--- src/rtl/prog_loader.sv ---
// Boot-time program/data loader: parses a UART byte image (N_I, N_D, instruction
// words, data words, checksum) and streams the words into the two memories.
module prog_loader #(
  parameter int INST_MEM_WIDTH = 17,
  parameter int DATA_MEM_WIDTH = 19,
  parameter int WORD_BYTES     = 4,
  parameter int BIG_ENDIAN     = 0
) (
  input  logic                      CLK,
  input  logic                      RST_N,
  input  logic                      start,
  input  logic [7:0]                rx_data,
  input  logic                      rx_valid,
  output logic                      inst_we,
  output logic [INST_MEM_WIDTH-1:0] inst_addr,
  output logic [8*WORD_BYTES-1:0]   inst_wdata,
  output logic                      data_we,
  output logic [DATA_MEM_WIDTH-1:0] data_addr,
  output logic [8*WORD_BYTES-1:0]   data_wdata,
  output logic                      busy,
  output logic                      done,
  output logic [1:0]                err,
  output logic [2:0]                state_dbg
);

  localparam int W   = 8 * WORD_BYTES;
  localparam int BCW = (WORD_BYTES > 4) ? $clog2(WORD_BYTES) : 2;
  localparam logic [BCW-1:0] LAST_WB = BCW'(WORD_BYTES - 1);
  localparam logic [BCW-1:0] LAST_HB = BCW'(3);
  localparam logic [63:0] INST_LIMIT = 64'd1 << INST_MEM_WIDTH;
  localparam logic [63:0] DATA_LIMIT = 64'd1 << DATA_MEM_WIDTH;

  typedef enum logic [2:0] {
    S_IDLE, S_HDR_I, S_HDR_D, S_INST, S_DATA, S_CSUM, S_DONE, S_ERROR
  } state_e;

  state_e                    state_q;
  logic [BCW-1:0]            bcnt_q;
  logic [23:0]               hdr_q;
  logic [31:0]               n_i_q, n_d_q;
  logic [32:0]               wcnt_q;
  logic [W-1:0]              word_q;
  logic [7:0]                csum_q;
  logic [1:0]                err_q;
  logic                      inst_we_q, data_we_q;
  logic [INST_MEM_WIDTH-1:0] inst_addr_q;
  logic [DATA_MEM_WIDTH-1:0] data_addr_q;
  logic [W-1:0]              inst_wdata_q, data_wdata_q;

  logic [31:0]  hdr_d;
  logic [W-1:0] word_d;
  logic [32:0]  wcnt_d;
  logic         hdr_last, word_last, sect_end;

  always_comb begin
    hdr_d     = {rx_data, hdr_q};
    wcnt_d    = wcnt_q + 33'd1;
    hdr_last  = (bcnt_q == LAST_HB);
    word_last = (bcnt_q == LAST_WB);
    // Shifting keeps the assembly legal for any WORD_BYTES, including 1.
    if (BIG_ENDIAN != 0) word_d = (word_q << 8) | W'(rx_data);
    else                 word_d = (word_q >> 8) | (W'(rx_data) << (W - 8));
    sect_end  = (wcnt_d == {1'b0, (state_q == S_INST) ? n_i_q : n_d_q});
  end

  always_ff @(posedge CLK or negedge RST_N) begin
    if (!RST_N) begin
      state_q      <= S_IDLE;
      bcnt_q       <= '0;
      hdr_q        <= '0;
      n_i_q        <= '0;
      n_d_q        <= '0;
      wcnt_q       <= '0;
      word_q       <= '0;
      csum_q       <= '0;
      err_q        <= '0;
      inst_we_q    <= 1'b0;
      data_we_q    <= 1'b0;
      inst_addr_q  <= '0;
      data_addr_q  <= '0;
      inst_wdata_q <= '0;
      data_wdata_q <= '0;
    end else begin
      inst_we_q <= 1'b0;
      data_we_q <= 1'b0;
      if (start) begin
        state_q     <= S_HDR_I;
        bcnt_q      <= '0;
        wcnt_q      <= '0;
        csum_q      <= '0;
        err_q       <= '0;
        inst_addr_q <= '0;
        data_addr_q <= '0;
      end else if (rx_valid) begin
        case (state_q)
          S_HDR_I: begin
            hdr_q  <= hdr_d[31:8];
            bcnt_q <= bcnt_q + 1'b1;
            if (hdr_last) begin
              bcnt_q <= '0;
              n_i_q  <= hdr_d;
              if ({32'd0, hdr_d} > INST_LIMIT) begin
                state_q <= S_ERROR;
                err_q   <= 2'b01;
              end else begin
                state_q <= S_HDR_D;
              end
            end
          end
          S_HDR_D: begin
            hdr_q  <= hdr_d[31:8];
            bcnt_q <= bcnt_q + 1'b1;
            if (hdr_last) begin
              bcnt_q <= '0;
              n_d_q  <= hdr_d;
              if ({32'd0, hdr_d} > DATA_LIMIT) begin
                state_q <= S_ERROR;
                err_q   <= 2'b01;
              end else if (n_i_q != 32'd0) state_q <= S_INST;
              else if (hdr_d != 32'd0)     state_q <= S_DATA;
              else                         state_q <= S_CSUM;
            end
          end
          S_INST, S_DATA: begin
            word_q <= word_d;
            csum_q <= csum_q + rx_data;
            bcnt_q <= bcnt_q + 1'b1;
            if (word_last) begin
              bcnt_q <= '0;
              // The address register holds the index of the word being written,
              // so it reaches 2**WIDTH-1 at most and never wraps.
              if (state_q == S_INST) begin
                inst_we_q    <= 1'b1;
                inst_addr_q  <= wcnt_q[INST_MEM_WIDTH-1:0];
                inst_wdata_q <= word_d;
              end else begin
                data_we_q    <= 1'b1;
                data_addr_q  <= wcnt_q[DATA_MEM_WIDTH-1:0];
                data_wdata_q <= word_d;
              end
              if (sect_end) begin
                wcnt_q <= '0;
                if (state_q == S_INST && n_d_q != 32'd0) state_q <= S_DATA;
                else                                     state_q <= S_CSUM;
              end else begin
                wcnt_q <= wcnt_d;
              end
            end
          end
          S_CSUM: begin
            if (rx_data == csum_q) begin
              state_q <= S_DONE;
            end else begin
              state_q <= S_ERROR;
              err_q   <= 2'b10;
            end
          end
          default: ;
        endcase
      end
    end
  end

  assign inst_we    = inst_we_q;
  assign inst_addr  = inst_addr_q;
  assign inst_wdata = inst_wdata_q;
  assign data_we    = data_we_q;
  assign data_addr  = data_addr_q;
  assign data_wdata = data_wdata_q;
  assign busy       = state_q inside {S_HDR_I, S_HDR_D, S_INST, S_DATA, S_CSUM};
  assign done       = (state_q == S_DONE);
  assign err        = err_q;
  assign state_dbg  = state_q;

endmodule

--- config.mk ---
export PLATFORM = sky130hd
export DESIGN_NAME = prog_loader
export DESIGN_NICKNAME = d
export VERILOG_FILES = /design/src/rtl/prog_loader.sv
export SDC_FILE = /design/constraint.sdc
export NUM_CORES = 1
export LEC_CHECK = 0
export ABC_AREA = 1
export ABC_CLOCK_PERIOD_IN_PS = 5500
export BUFFER_PORTS_ARGS = -buffer_cell sky130_fd_sc_hd__buf_2
export CAP_MARGIN = 20
export CORE_MARGIN = 3
export CORE_UTILIZATION = 40
export CTS_CLUSTER_DIAMETER = 120
export CTS_CLUSTER_SIZE = 30
export DETAILED_ROUTE_END_ITERATION = 12
export SYNTH_ARGS = -nofsm -noshare
export SYNTH_HDL_FRONTEND = slang
export SYNTH_SLANG_ARGS = --single-unit
--- constraint.sdc ---
create_clock -name CLK -period 5.5 [get_ports CLK]
set_input_delay 0.275 -clock CLK [delete_from_list [all_inputs] [get_ports CLK]]
set_output_delay 0.275 -clock CLK [all_outputs]
set_load 0.02 [all_outputs]
==> results of run 1 <==
==> registers in the layout, summed over array words and instances (netlist names) <==
| register | cells |
|---|---|
| word_q | 24 |
| inst_we | 1 |
| bcnt_q | 2 |
| err | 2 |
| inst_addr | 17 |
| state_dbg | 3 |
| inst_wdata | 32 |
| data_wdata | 32 |
| wcnt_q | 33 |
| csum_q | 8 |
| n_i_q | 32 |
| data_we | 1 |
| data_addr | 19 |
| hdr_q | 24 |
| n_d_q | 32 |
==> tightest hold or removal path, cell delays in order <==
cell and delay, ns:
buf_2 0.13, nand2_1 0.06, o21ai_0 0.06
==> kinds of logic after synthesis <==
family,Yosys count,synth area share
AND/OR/NAND/NOR,717,0.242
flip-flops,262,0.523
buffers and inverters,266,0.0847
XOR/XNOR,8,0.00559
AO/OA/AOI/OAI,301,0.135
adder cells (fa/ha/maj),10,0.0106
==> area by class of cell <==
type,count,area [um^2]
Clock buffer,14,328
Clock inverter,2,46.3
Fill cell,3074,16900
Inverter,208,781
Multi-Input combinational cell,1036,4930
Sequential cell,262,6560
Tap cell,396,495
Timing Repair Buffer,132,716
==> power by group through the flow <==
| stage | sequential (mW) | combinational [mW] | clock (mW) |
|---|---|---|---|
| final | 2.43 | 1.49 | 1.11 |
| after global routing | 2.47 | 1.69 | 1.20 |
| after floorplan | 2.49 | 0.955 | 0 |
| after CTS | 2.43 | 1.49 | 1.14 |
| after global placement | 2.46 | 1.46 | 0 |
| after detailed placement | 2.47 | 1.48 | 0 |
==> through the flow <==
| stage | power [mW] | area, um^2 |
|---|---|---|
| floorplan | 3.44 | 12500 |
| global placement | 3.92 | 13500 |
| detailed placement | 3.95 | 13500 |
| CTS | 5.06 | 13800 |
| global route | 5.36 | 13900 |
| finish | 5.03 | 13900 |
==> metal layers <==
layer  share of wire  track usage  wire length, um
met5               0            0                0
met4           0.028       0.0606             1020
met3           0.062       0.0345             2220
met2            0.45        0.342            16200
met1            0.46        0.308            16500
==> path summary, 6_finish.rpt <==
| kind | from | to | slack [ns] | depth (start not counted) |
|---|---|---|---|---|
| max in group asynchronous | RST_N | data_wdata[14] | 3.83 | 3 |
| min in group asynchronous | RST_N | data_addr[14] | 0.36 | 2 |
| setup / recovery | state_dbg[0] | wcnt_q[13] | 1.70 | 13 |
| hold reg to reg | inst_wdata[14] | inst_wdata[14] | 0.49 | 2 |
| setup reg to reg | state_dbg[0] | wcnt_q[13] | 1.70 | 13 |
| hold / removal | rx_data[3] | word_q[27] | 0.05 | 3 |
==> layout by cell type (no fill, tap or decap), types with 2 or more instances in the layout <==
| cell type | netlist | final |
|---|---|---|
| a22o_1 | 4 | 4 |
| nor4_1 | 15 | 15 |
| buf_2 | 6 | 119 |
| o21ai_0 | 212 | 212 |
| nor2_4 | 3 | 4 |
| nand2_1 | 476 | 476 |
| buf_4 | 8 | 10 |
| nand3_2 | 2 | 2 |
| nor3_1 | 5 | 5 |
| clkbuf_16 | 0 | 12 |
| o22ai_1 | 53 | 53 |
| o21ai_1 | 8 | 8 |
| xor2_1 | 5 | 5 |
| dfrtp_1 | 262 | 262 |
| clkinv_1 | 2 | 2 |
| a21oi_1 | 5 | 5 |
| nor2_1 | 91 | 90 |
| nand3_1 | 64 | 64 |
| or2_2 | 10 | 10 |
| inv_1 | 199 | 198 |
| nand3b_1 | 7 | 7 |
| nand2_2 | 7 | 7 |
| o22ai_2 | 10 | 10 |
| clkbuf_8 | 0 | 2 |
| inv_2 | 7 | 8 |
| xnor2_1 | 3 | 3 |
| ha_1 | 9 | 9 |
| nor2_2 | 12 | 12 |
| nand4_1 | 22 | 22 |
==> repair_timing <==
action | 4_1_cts | 5_1_grt
setup buffers | 0 | 0
endpoints found under the hold margin | 90 | 0
hold buffers | 1 | 0
==> out/results.tsv, run 1 <==
metric	value	unit
die height	183	um
pin count of the biggest net entering global routing	94	
Max-Cap Viols	0	
pre-CTS WS	1.78	ns
Tcrit/Tclk final	0.691	
clock-pin slew on the worst setup and hold paths	0.12	ns
Top cell by count, worst path	nand2_1	
Final Setup Violations	0	
most area-hungry cell type in the Yosys netlist	dfrtp_1	
worst path bufs/invs	1	
Synth cell types	44	
fin util	0.451	
Ys Warns	0	
final hold violations	0	
critical path launch point type	flip-flop	
crit-path max cell delay	0.78	ns
routed vias	10600	
Final nets	1674	
cell-internal power	3.16	mW
Arrival @ worst endpoint	4.15	ns
top cells by area, synth	dfrtp_1 (52%), nand2_1 (14%), o21ai_0 (8.5%), inv_1 (6.0%), nor2_1 (2.7%)	
max-slew violations	0	
Clock Tree Root	clkbuf_16	
Clock Path Buffers	3	
Final min period	3.80	ns
Final Skew	0.0157	ns
CP top delay family	simple AND/OR/NAND/NOR gates	
CTS tree	yes	
Cells after Synth	1564	
area grow syn2layout	10.5	%
row cnt	64	
final cell count without fillers	2050	
Clock Power Share	0.221	
first-pass GRT wire length	57.8	mm
syn_nets	1586	
Placer Congestion	0.970	
final WL	36.0	mm
vias per cell	5.17	
kind of critical path	flip-flop to flip-flop	
Post-route DRC	0	
crit path max fanout	47	
post-DR wirelength/cell	17.5	um
number of global-route vias before repair	10300	
starting DRC count in detailed routing	964	
setup TNS	0	ns
maximum vdd drop	0.278	mV
relative slew slack	0.301	
Inserted Diodes	0	
area share of the largest cell type after synthesis	0.523	
outcome	finished, final reports clean	
core area	30700	um^2
Syn Std Cell Area	12500	um^2
FFs w/ async S/R, synth	1.00	
die area	33500	um^2
antenna violations before repair	0	
worst hold slack	0.0503	ns
Clk Latency, worst-skew pair	0.51	ns
CTS sink count	262	
Most used DFF post-synth	dfrtp_1	
count leader, synth	nand2_1	
final worst slack	1.70	ns
syn avg cell area	8.02	um^2
Peak Freq	263	MHz
Worst path slowest cell	o21ai_0	
Initial Utilization	0.408	
Logic pwr share	0.295	
Global Route Usage Sum	0.215	
Port Buffers	120	
pwr/cell area	363	nW/um^2
Crit. End Element	flip-flop	
Leakage Power	6.89	nW
worst endpoint required time	5.85	ns
grt total ovfl	0	
switching share of power	0.371	
io pins	121	
Min-Delay Path Class	primary input to flip-flop	
Worst-Margin Slew	1.05	ns
CTS resizes	0	
post-route ant nets	0	
Post-synth EDFFs	0	
H-tree Lvls	1	
DP Cell Count	2032	
total CTS buffers	12	
Commonest cells post-synth	nand2_1 (476), dfrtp_1 (262), o21ai_0 (212), inv_1 (199), nor2_1 (91)	
Cell Chain, Critical Path	nand3_2 -> o21ai_0 -> nand3_1 -> nand2_1 -> nand2_1 -> nor2_1 -> nand2_1 -> inv_1 -> nand2_1 -> nor2_1 -> nand2_2 -> nand2_2 -> o22ai_1	
sequential area share after synthesis	0.523	
TritonRoute pass-1 iters	5	
Seq pwr share	0.484	
Die X	183	um
layout cells sized above 1	0.123	
NetSw	1.87	mW
Seq cells post-synth	262	
post-detail-place hpwl	26.7	mm
unrepaired setup endpoints after global routing	no	
Note: power is estimated with default switching activity, not from simulation.
==> run 2: changes to the inputs <==
- ABC_CLOCK_PERIOD_IN_PS: 5500 -> 3900
- clock period: 5.5 -> 3.9 ns (I/O delays scaled with it)
==> run 2 against run 1 <==
Wire length is 1.1% higher. Largest cell class unchanged. Highest routed layer unchanged. Worst setup slack got worse by 1.1 ns. Sequential share of layout area decreased by 0.31 points. Die area unchanged. Global-route usage up 0.16 points. Power up 40%.
==> out/results.tsv, run 2 (synthesis results as in run 1) <==
metric	value	unit
outcome	finished, final reports clean	
maximum vdd drop	0.286	mV
FF-to-FF End	wcnt_q[2]	
reg2reg start	state_dbg[0]	
final hold violations	0	
Worst-Margin Slew	1.04	ns
core area	30700	um^2
Logic pwr share	0.303	
Clock Power Share	0.207	
final WL	36.4	mm
pwr/cell area	503	nW/um^2
vias per cell	5.18	
H-tree Lvls	1	
starting DRC count in detailed routing	950	
Clk Latency, worst-skew pair	0.51	ns
Placer Congestion	1.02	
first-pass GRT wire length	58.2	mm
Global Route Usage Sum	0.217	
max reg flops	33	
Min-Delay Path Class	primary input to flip-flop	
Peak Freq	304	MHz
Final nets	1687	
NetSw	2.64	mW
worst endpoint required time	4.26	ns
Seq pwr share	0.489	
pin count of the biggest net entering global routing	90	
fin util	0.454	
hold wc startpoint	rx_data[1]	
Die X	183	um
kind of critical path	flip-flop to flip-flop	
r2r setup slk	0.61	ns
worst hold slack	0.0136	ns
crit path max fanout	28	
routed vias	10700	
DP Cell Count	2039	
final worst slack	0.608	ns
Filler Cells Inserted	3090	
Arrival @ worst endpoint	3.66	ns
grt total ovfl	0	
switching share of power	0.376	
setup TNS	0	ns
Final Skew	0.0325	ns
Clock Tree Root	clkbuf_16	
CTS resizes	0	
Clock Path Buffers	3	
die area	33500	um^2
Initial Utilization	0.408	
die height	183	um
number of global-route vias before repair	10400	
area grow syn2layout	11.2	%
final cell count without fillers	2061	
Leakage Power	6.93	nW
post-detail-place hpwl	27.1	mm
Max-Cap Viols	0	
Final min period	3.29	ns
Crit. End Element	flip-flop	
Port Buffers	120	
CTS tree	yes	
WHS Path Cells	3	
commonest non-fill, non-tap cell in the layout	nand2_1	
Most flops, register	wcnt_q	
clock-pin slew on the worst setup and hold paths	0.12	ns
io pins	121	
cell-internal power	4.37	mW
pre-CTS WS	0.728	ns
Setup Fix Bufs, Post-CTS	0	
relative slew slack	0.308	
Post-route DRC	0	
total CTS buffers	12	
CTS sink count	262	
layout cells sized above 1	0.125	
critical path launch point type	flip-flop	
Inserted Diodes	0	
post-route ant nets	0	
antenna violations before repair	0	
Tcrit/Tclk final	0.844	
post-DR wirelength/cell	17.6	um
row cnt	64	
TritonRoute pass-1 iters	7	
worst-case reg-to-reg path depth	15	
Hold Path Sink	word_q[25]	
Final Setup Violations	0	
unrepaired setup endpoints after global routing	no	
most frequent cells in the layout	nand2_1 (476), dfrtp_1 (262), o21ai_0 (212)	
max-slew violations	0	
==> run 2: area by class of cell <==
type,instances,area (um^2),share of cell area
flip-flops and latches,262,6560,0.470
well taps,396,495,0.0355
clock buffers,12,300,0.0215
multi-input cells,1036,4930,0.354
inverters,208,781,0.0560
clock inverters,2,25.0,0.00179
repair buffers,145,856,0.0614
==> run 2: power by group through the flow <==
stage | Clock (mW) | Combinational, mW | Sequential [mW]
after floorplan | 0 | 1.35 | 3.51
after global routing | 1.59 | 2.42 | 3.48
after CTS | 1.50 | 2.14 | 3.43
after detailed placement | 0 | 2.12 | 3.48
after global placement | 0 | 2.09 | 3.47
final | 1.45 | 2.13 | 3.43
==> run 2: worst max-delay path by stage <==
stage,startpoint,end,slack [ns],cells after the start
2_1_floorplan,wcnt_q[0],wcnt_q[22],1.63,18
3_3_place_gp,state_dbg[0],wcnt_q[17],0.86,17
3_5_place_dp,state_dbg[0],wcnt_q[17],0.73,15
4_1_cts,state_dbg[0],wcnt_q[2],0.68,15
5_1_grt,state_dbg[2],wcnt_q[2],0.35,16
6_report,state_dbg[0],wcnt_q[2],0.61,15
==> run 2: repair_timing <==
| item | 4_1_cts | 5_1_grt |
|---|---|---|
| endpoints found under the hold margin | 93 | 0 |
| hold buffers | 8 | 0 |
| endpoints found under the setup margin | 0 | 0 |
==> run 2: layer usage <==
| layer | wire [um] | track usage | share of wire | vias up |
|---|---|---|---|---|
| met1 | 16700 | 0.308 | 0.46 | 5092 |
| met3 | 1720 | 0.0256 | 0.047 | 59 |
| met2 | 16900 | 0.355 | 0.46 | 305 |
| met5 | 0 | 0 | 0 | - |
| met4 | 1100 | 0.0597 | 0.030 | 0 |
| li1 | - | - | - | 5220 |
==> run 2: worst max-delay path: stages, from the launching register on <==
cell	delay, ns
dfrtp_1	0.53
nand3_2	0.50
buf_4	0.37
o21ai_0	0.47
inv_1	0.08
nand2_1	0.08
nand2_1	0.05
inv_1	0.05
nand2_1	0.04
nor2_1	0.08
nand2_1	0.06
nor2_1	0.11
nand2_2	0.12
nand2_2	0.08
buf_4	0.39
o22ai_1	0.13
==> run 2: through the flow <==
stage | power, mW | cell area (um^2)
after floorplan | 4.86 | 12500
after global placement | 5.55 | 13500
after detailed placement | 5.60 | 13500
after CTS | 7.06 | 13900
after global routing | 7.49 | 13900
final | 7.02 | 13900
